==> src/rtl/keypad_hex_display.sv <==
// Front-panel I/O: 4x4 matrix keypad scanner with debounce and a six-digit
// seven-segment display driver, all in one clock domain.
module keypad_hex_display #(
  parameter int unsigned SCAN_CYCLES     = 4,
  parameter int unsigned DEBOUNCE_CYCLES = 4
) (
  input  logic        clk,
  input  logic        reset,
  input  logic [3:0]  col_matrix,
  output logic [3:0]  lin_matrix,
  output logic [3:0]  tecla_value,
  output logic        tecla_valid,
  input  logic        enable,
  input  logic [23:0] bcd_packet,
  output logic [6:0]  HEX0,
  output logic [6:0]  HEX1,
  output logic [6:0]  HEX2,
  output logic [6:0]  HEX3,
  output logic [6:0]  HEX4,
  output logic [6:0]  HEX5
);

  localparam int unsigned ScanW = (SCAN_CYCLES > 2) ? $clog2(SCAN_CYCLES) : 1;
  localparam int unsigned DbW   = $clog2(DEBOUNCE_CYCLES + 1);

  typedef enum logic [1:0] {StScan, StDebounce, StWaitRelease} state_e;

  state_e           state_q, state_d;
  logic [3:0]       sync1_q, col_s;
  logic [1:0]       row_q, row_d;
  logic [ScanW-1:0] dwell_q, dwell_d;
  logic [DbW-1:0]   cnt_q, cnt_d;
  logic [3:0]       cap_col_q, cap_col_d;
  logic [3:0]       key_q, key_d;
  logic             valid_q, valid_d;
  logic [6:0]       hex_q [6];

  // Lowest-index low column wins when several are pressed.
  function automatic logic [1:0] col_index(input logic [3:0] c);
    if (!c[0])      col_index = 2'd0;
    else if (!c[1]) col_index = 2'd1;
    else if (!c[2]) col_index = 2'd2;
    else            col_index = 2'd3;
  endfunction

  function automatic logic [3:0] key_code(input logic [1:0] r, input logic [1:0] c);
    unique case ({r, c})
      4'b00_00: key_code = 4'h1;
      4'b00_01: key_code = 4'h2;
      4'b00_10: key_code = 4'h3;
      4'b00_11: key_code = 4'hA;
      4'b01_00: key_code = 4'h4;
      4'b01_01: key_code = 4'h5;
      4'b01_10: key_code = 4'h6;
      4'b01_11: key_code = 4'hB;
      4'b10_00: key_code = 4'h7;
      4'b10_01: key_code = 4'h8;
      4'b10_10: key_code = 4'h9;
      4'b10_11: key_code = 4'hC;
      4'b11_00: key_code = 4'hE;
      4'b11_01: key_code = 4'h0;
      4'b11_10: key_code = 4'hF;
      4'b11_11: key_code = 4'hD;
    endcase
  endfunction

  function automatic logic [6:0] hex_glyph(input logic [3:0] v);
    unique case (v)
      4'h0: hex_glyph = 7'h40;
      4'h1: hex_glyph = 7'h79;
      4'h2: hex_glyph = 7'h24;
      4'h3: hex_glyph = 7'h30;
      4'h4: hex_glyph = 7'h19;
      4'h5: hex_glyph = 7'h12;
      4'h6: hex_glyph = 7'h02;
      4'h7: hex_glyph = 7'h78;
      4'h8: hex_glyph = 7'h00;
      4'h9: hex_glyph = 7'h10;
      4'hA: hex_glyph = 7'h08;
      4'hB: hex_glyph = 7'h03;
      4'hC: hex_glyph = 7'h46;
      4'hD: hex_glyph = 7'h21;
      4'hE: hex_glyph = 7'h06;
      4'hF: hex_glyph = 7'h0E;
    endcase
  endfunction

  always_ff @(posedge clk or negedge reset) begin
    if (!reset) begin
      sync1_q   <= 4'b1111;
      col_s     <= 4'b1111;
      state_q   <= StScan;
      row_q     <= 2'd0;
      dwell_q   <= '0;
      cnt_q     <= '0;
      cap_col_q <= 4'b1111;
      key_q     <= 4'h0;
      valid_q   <= 1'b0;
    end else begin
      sync1_q   <= col_matrix;
      col_s     <= sync1_q;
      state_q   <= state_d;
      row_q     <= row_d;
      dwell_q   <= dwell_d;
      cnt_q     <= cnt_d;
      cap_col_q <= cap_col_d;
      key_q     <= key_d;
      valid_q   <= valid_d;
    end
  end

  always_comb begin
    state_d   = state_q;
    row_d     = row_q;
    dwell_d   = dwell_q;
    cnt_d     = cnt_q;
    cap_col_d = cap_col_q;
    key_d     = key_q;
    valid_d   = 1'b0;
    unique case (state_q)
      StScan: begin
        // Columns are only trusted on the last dwell cycle, after the
        // synchronizer has caught up with the newly driven row.
        if (dwell_q == ScanW'(SCAN_CYCLES - 1)) begin
          dwell_d = '0;
          if (col_s != 4'b1111) begin
            cap_col_d = col_s;
            cnt_d     = '0;
            state_d   = StDebounce;
          end else begin
            row_d = row_q + 2'd1;
          end
        end else begin
          dwell_d = dwell_q + ScanW'(1);
        end
      end
      StDebounce: begin
        if (col_s == cap_col_q) begin
          if (cnt_q == DbW'(DEBOUNCE_CYCLES - 1)) begin
            key_d   = key_code(row_q, col_index(cap_col_q));
            valid_d = 1'b1;
            cnt_d   = '0;
            state_d = StWaitRelease;
          end else begin
            cnt_d = cnt_q + DbW'(1);
          end
        end else begin
          dwell_d = '0;
          state_d = StScan;
        end
      end
      StWaitRelease: begin
        if (col_s == 4'b1111) begin
          if (cnt_q == DbW'(DEBOUNCE_CYCLES - 1)) begin
            cnt_d   = '0;
            dwell_d = '0;
            row_d   = row_q + 2'd1;
            state_d = StScan;
          end else begin
            cnt_d = cnt_q + DbW'(1);
          end
        end else begin
          cnt_d = '0;
        end
      end
      default: state_d = StScan;
    endcase
  end

  always_comb begin
    lin_matrix  = ~(4'b0001 << row_q);
    tecla_value = key_q;
    tecla_valid = valid_q;
  end

  always_ff @(posedge clk or negedge reset) begin
    if (!reset) begin
      for (int i = 0; i < 6; i++) hex_q[i] <= 7'h7F;
    end else begin
      for (int i = 0; i < 6; i++) begin
        hex_q[i] <= enable ? hex_glyph(bcd_packet[4*i +: 4]) : 7'h7F;
      end
    end
  end

  assign HEX0 = hex_q[0];
  assign HEX1 = hex_q[1];
  assign HEX2 = hex_q[2];
  assign HEX3 = hex_q[3];
  assign HEX4 = hex_q[4];
  assign HEX5 = hex_q[5];

endmodule

==> config.mk <==
export PLATFORM = sky130hd
export DESIGN_NAME = keypad_hex_display
export DESIGN_NICKNAME = d
export VERILOG_FILES = /design/src/rtl/keypad_hex_display.sv
export SDC_FILE = /design/constraint.sdc
export NUM_CORES = 1
export LEC_CHECK = 0
export ABC_AREA = 1
export CORE_ASPECT_RATIO = 1.5
export CORE_MARGIN = 2
export CORE_UTILIZATION = 45
export DETAILED_ROUTE_END_ITERATION = 8
export PLACE_DENSITY_LB_ADDON = 0.15
export SYNTH_ARGS = -nofsm -noshare
export SYNTH_HDL_FRONTEND = slang
export SYNTH_SLANG_ARGS = --single-unit
==> constraint.sdc <==
create_clock -name clk -period 1.7 [get_ports clk]
set_input_delay 0.34 -clock clk [delete_from_list [all_inputs] [get_ports clk]]
set_output_delay 0.34 -clock clk [all_outputs]
set_load 0.03 [all_outputs]
# Word-level counts from Yosys, hierarchy flattened
# Memories as Yosys holds them, arrays and structs flattened. A register that Yosys moved wholly into a read port is not among the register bits.
# Index checks and enable logic that the tools add are counted.
dict set report word_totals {
  reg_bits 64
  rom_bits 736
  input_bits 31
  out_inout_bits 51
  memories 7
}
# name words width read_ports rd_clocked_by_memory_dff wr line_no
set memory_table {}
lappend memory_table {{(name not given)} 16 7 1 0 0 68} ;# unique case (v)
lappend memory_table {{(name not given)} 16 7 1 0 0 68}
lappend memory_table {{(name not given)} 16 7 1 0 0 68}
lappend memory_table {{(name not given)} 16 7 1 0 0 68}
lappend memory_table {{(name not given)} 16 7 1 0 0 68}
lappend memory_table {{(name not given)} 16 7 1 0 0 68}
lappend memory_table {{1 more memories} -- -- -- -- -- --}
dict set report classes {
  add_sub_neg 3
  n_eq_ne 15
  shift 1
  mux 36
  bitwise 1
  n_reduce_logical 10
}
# cell count
set ops {}
lappend ops {{two-way mux 7 bit} 6}
lappend ops {{two-way mux 2 bit} 17}
lappend ops {{two-way mux 3 bit} 5}
lappend ops {{!= test 2 bit (second input constant)} 7}
lappend ops {{one-hot mux 2 bit (3 select lines)} 2}
lappend ops {{AND reduction 5 bit} 2}
lappend ops {{one-hot mux 3 bit (3 select lines)} 1}
lappend ops {{AND reduction 4 bit} 2}
lappend ops {{AND reduction 3 bit} 2}
lappend ops {{adder 2 x 1 -> 2 bit (second input constant)} 2}
lappend ops {{equality test 2 bit (second input constant)} 2}
lappend ops {{equality test 4 bit} 1}
lappend ops {{equality test 4 bit (second input constant)} 1}
lappend ops {{two-way mux 1 bit} 4}
lappend ops {{!= test 4 bit (second input constant)} 1}
lappend ops {{NOT 4 bit} 1}
lappend ops {{one-hot mux 2 bit (2 select lines)} 1}
lappend ops {{<< shifter 1 x 2 -> 4 bit (first input constant)} 1}
lappend ops {{adder 3 x 1 -> 3 bit (second input constant)} 1}
lappend ops {{equality test 3 x 2 -> 1 bit (second input constant)} 1}
lappend ops {{!= test 3 bit (second input constant)} 1}
lappend ops {{nonzero test 3 bit} 1}
lappend ops {{equality test 2 x 1 -> 1 bit (second input constant)} 1}
lappend ops {{zero test 2 bit} 1}
lappend ops {{other kinds (2)} 2}

# Logic depth before layout (Yosys ltp)
# Gate-level depths: netlist of run 1.
dict set report depth {
  depth_word 6
  ltp_mapped 9
}

# Worst setup path before layout of run 1
# No wires, ideal clock.
dict set report synth_timing {
  path_type {register -> register}
  startpoint {reg cap_col_q[1]}
  endpoint {reg key_q[2] (netlist: tecla_value[2])}
  setup_ps 65
  arrival_ps 1426
  required_time_ps 1635
  slack_ps 209
  path_stages_with_launch 10
  path_buffers 0
  synth_period_minus_slack_ps 1491
  cell_sequence {dfstp_2 -> inv_2 -> o21ai_2 -> inv_1 -> ha_1 -> nor2_1 -> o21ai_0 -> o31ai_1 -> nand3_1 -> nand2_1}
}
dict set report synth_between {
  elab_chain_len 5
}
# element line_no
set synth_rtl {}
lappend synth_rtl {{start, declared} 33} ;# logic [3:0] cap_col_q, cap_col_d;
lappend synth_rtl {{start signal, assigned} 106} ;# cap_col_q <= cap_col_d;
lappend synth_rtl {{two-way mux 2 bit} 41} ;# else if (!c[1]) col_index = 2'd1;
lappend synth_rtl {{two-way mux 2 bit} 40} ;# if (!c[0]) col_index = 2'd0;
lappend synth_rtl {{two-way mux 2 bit} 139} ;# if (cnt_q == DbW'(DEBOUNCE_CYCLES - 1)) begin
lappend synth_rtl {{two-way mux 2 bit} 138} ;# if (col_s == cap_col_q) begin
lappend synth_rtl {{two-way mux 2 bit} 120} ;# unique case (state_q)
lappend synth_rtl {{end, declared} 34} ;# logic [3:0] key_q, key_d;
# Parallel ways exist; a longest one is shown, timed or not. The select of a mux whose other input is x is not followed.
# A chain may end at the register's enable or synchronous reset.

# Worst setup path after layout of run 1
dict set report layout_timing {
  startpoint {reg key_q[2] (netlist: tecla_value[2])}
  endpoint {out tecla_value[2]}
}
# element line_no
set layout_lines {}
lappend layout_lines {{end, declared} 11} ;# output logic [3:0] tecla_value,
# No word-level cell between the ends.

==> results by group, run 1 <==
Run status
  • Status: completed

STA
  • Final min period: 1.66 ns
  • Fin crit share: 0.977
  • Final hold violations: 0
  • RSZ-0062 raised after global routing: yes
  • Pins Over Slew Limit: 0
  • Highest Clock Rate: 602 MHz
  • Least-Margin Pin Slew: 0.376 ns
  • Hold Slack: 0.0202 ns
  • Max_slew headroom: 0.748
  • Final setup violation count: 0
  • Clk_skew: 0.00310 ns

Worst setup path
  • CP top delay family: buffers and inverters
  • CP required: 1.36 ns
  • RR Startpoint: cap_col_q[1]$_DFFE_PN1P_
  • Critical Path Start Type: flop
  • Critical Path, Cell by Cell: clkdlybuf4s50_1
  • Reg2reg path depth: 9
  • Critical path class: reg -> out
  • CP peak stage delay: 0.66 ns
  • Worst path arrival time: 1.32 ns
  • FF-to-FF End: tecla_value[3]$_DFFE_PN0P_
  • Slowest CP cell: clkdlybuf4s50_1
  • Worst Path Max Fanout: 2
  • Element type at the critical path end: output port
  • CP bufs+invs: 1
  • Reg-to-reg slack, setup: 0.11 ns

Yosys
  • Synth Area in Compound Gates: 0.112
  • Post-Synth Simple-Gate Area: 0.228
  • Syn Std Cell Area: 4160 um^2
  • Post-synth top flop: dfstp_2
  • Post-synthesis xor/xnor area fraction: 0
  • Number of flops mapped to enable cells by yosys: 0
  • Largest family of logic cells by synthesized area: simple AND/OR/NAND/NOR gates
  • Post-synthesis adder-cell area fraction: 0.156
  • Synth Area per Inst: 8.62 um^2
  • Number of synthesized register bits: 68
  • Register area share after synthesis: 0.425
  • Mux cell area share after synthesis: 0
  • Synth cell types: 33
  • Syn nets: 566
  • Mapped Cells: 483
  • Async SR Flop Fraction: 1.00
  • Synth Warn #: 0

Final layout
  • Most common cell after layout, fill and taps aside: nand2_1
  • Share of cells above drive strength 1: 0.229
  • Leading cell types in the layout, fill and taps excluded: 104 x nand2_1, 58 x nand3_1, 55 x inv_1, 54 x dfstp_2, 50 x ha_1
  • Area grow syn2layout: 33.7%
  • Core Util, Final: 0.609
  • FILL cells: 837
  • NumNets Final: 668
  • Number of antenna diodes: 0

Clocking
  • Worst-case clock buffer depth: 2
  • CTS sink cnt: 68
  • Clock latency on the worst-skew pair: 0.32 ns
  • CTS tree: yes
  • CTS Hold Buffers Added: 0
  • Clk root buf: clkbuf_16
  • TritonCTS Buffers: 9
  • Clock-pin transition on the worst setup and hold timing paths: 0.05 ns
  • H-tree levels: 3

Routing
  • Via Count: 3,558
  • Initial DRC Count: 152
  • Final wirelength: 8.89 mm
  • Pre-antenna DRT Iters: 4
  • Via density per instance: 5.07
  • Final antenna-violating net count: 0
  • DRC viols: 0
  • DR WL/cell: 12.7 um

Placement
  • Routability congestion estimate: 0.850
  • Post-DP HPWL: 6.78 mm
  • Buffers on Ports: 81

Global route
  • Initial antenna violation count: 0
  • Grt ovf: 0
  • Global-route wire length before repair: 14.4 mm
  • Number of global-route vias before repair: 3,319
  • Largest net degree at the start of global routing: 69
  • Total track usage: 0.186

Floorplan
  • Die X: 82.5 um
  • Core area: 9150 um^2
  • Initial Util: 0.455
  • IO Count: 82
  • Die area: 10,100 um^2
  • Number of cell rows: 43
  • Die Span Y: 122 um

Hold path
  • HP Class: in -> async

Flow run
  • Max Cap Viol: 0

Pwr
  • Peak supply drop: 0.000703 V
  • P per Cell Area: 1140 nW/um^2
  • Leakage power total: 2.68 nW
  • Total chip power: 6.35 mW
[metrics by stage]
step / cells / TNS, ns / instance area (um^2) / setup slack (ns)
after floorplan: 483 / 0 / 4160 / 0.209
after global routing: 702 / -0.0279 / 5570 / -0.0154
after detailed placement: 681 / -0.119 / 5210 / -0.0735
after CTS: 699 / 0 / 5510 / 0.00126
after global placement: 681 / 0 / 5210 / 0.0239
final: 702 / 0 / 5570 / 0.0395
[cells in the mapped netlist, drive strengths merged, types with 5 or more instances]
master | count | area share
dfstp | 54 | 0.34
inv | 66 | 0.059
buf | 11 | 0.013
ha | 52 | 0.16
nor2 | 26 | 0.030
o211ai | 14 | 0.025
o21ai | 33 | 0.041
a21oi | 10 | 0.013
dfrtp | 14 | 0.084
a31oi | 5 | 0.0075
nand3 | 59 | 0.074
nand2 | 113 | 0.11
[per-layer routing]
metal | up-vias | part of all wire | GRT usage
li1 | 1788 | - | -
met1 | 1679 | 0.38 | 0.190
met2 | 80 | 0.56 | 0.353
met3 | 11 | 0.045 | 0.0348
met4 | 0 | 0.019 | 0.0850
met5 | - | 0 | 0
[sequential cells by signal, summed over array words and instances, names as in the netlist, 3 cells and up]
| signal | cells |
|---|---|
| tecla_value | 4 |
| cnt_q | 3 |
| HEX0 | 7 |
| HEX2 | 7 |
| HEX4 | 7 |
| col_s | 4 |
| HEX3 | 7 |
| sync1_q | 4 |
| cap_col_q | 4 |
| HEX5 | 7 |
| HEX1 | 7 |
[power breakdown]
| group | switching (mW) | internal, mW |
|---|---|---|
| Combinational | 1.36 | 0.878 |
| Clock | 0.663 | 1.36 |
| Sequential | 0.151 | 1.94 |
[worst max-delay path by stage]
stage / start / endpoint / slack [ns] / cells past startpoint
finish: tecla_value[2]$_DFFE_PN0P_ / tecla_value[2] / 0.04 / 1
CTS: row_q[0]$_DFFE_PN0P_ / lin_matrix[0] / 0.001 / 5
detailed placement: bcd_packet[17] / HEX4[3]$_DFF_PN1_ / -0.07 / 7
global placement: bcd_packet[17] / HEX4[3]$_DFF_PN1_ / 0.02 / 7
global route: row_q[0]$_DFFE_PN0P_ / lin_matrix[2] / -0.02 / 5
floorplan: cap_col_q[1]$_DFFE_PN1P_ / tecla_value[2]$_DFFE_PN0P_ / 0.21 / 9
[kinds of logic after synthesis]
family,count (synthesis)
AND/OR/NAND/NOR,207
buffers and inverters,82
AO/OA/AOI/OAI,74
flip-flops,68
adder cells (fa/ha/maj),52
[layout make-up]
| cell class | count | area (um^2) | area share |
|---|---|---|---|
| multi-input cells | 333 | 2090 | 0.375 |
| clock buffers | 11 | 253 | 0.0454 |
| clock inverters | 5 | 83.8 | 0.0151 |
| well taps | 112 | 140 | 0.0252 |
| inverters | 67 | 263 | 0.0472 |
| flip-flops and latches | 68 | 1770 | 0.318 |
| repair buffers | 106 | 972 | 0.175 |
[timing repair]
| item | in CTS | in global routing |
|---|---|---|
| setup endpoints to repair | 46 | 9 |
| buffers inserted | 2 | 3 |
| gates resized for setup | 45 | 17 |
Note: power is estimated with default switching activity, not from simulation.
==> run 2: changes to the inputs <==
Settings changed: ABC_CLOCK_PERIOD_IN_PS set to 1700.
==> results of run 2 <==
Final layout, timing and power as in run 1 (identical DEF).
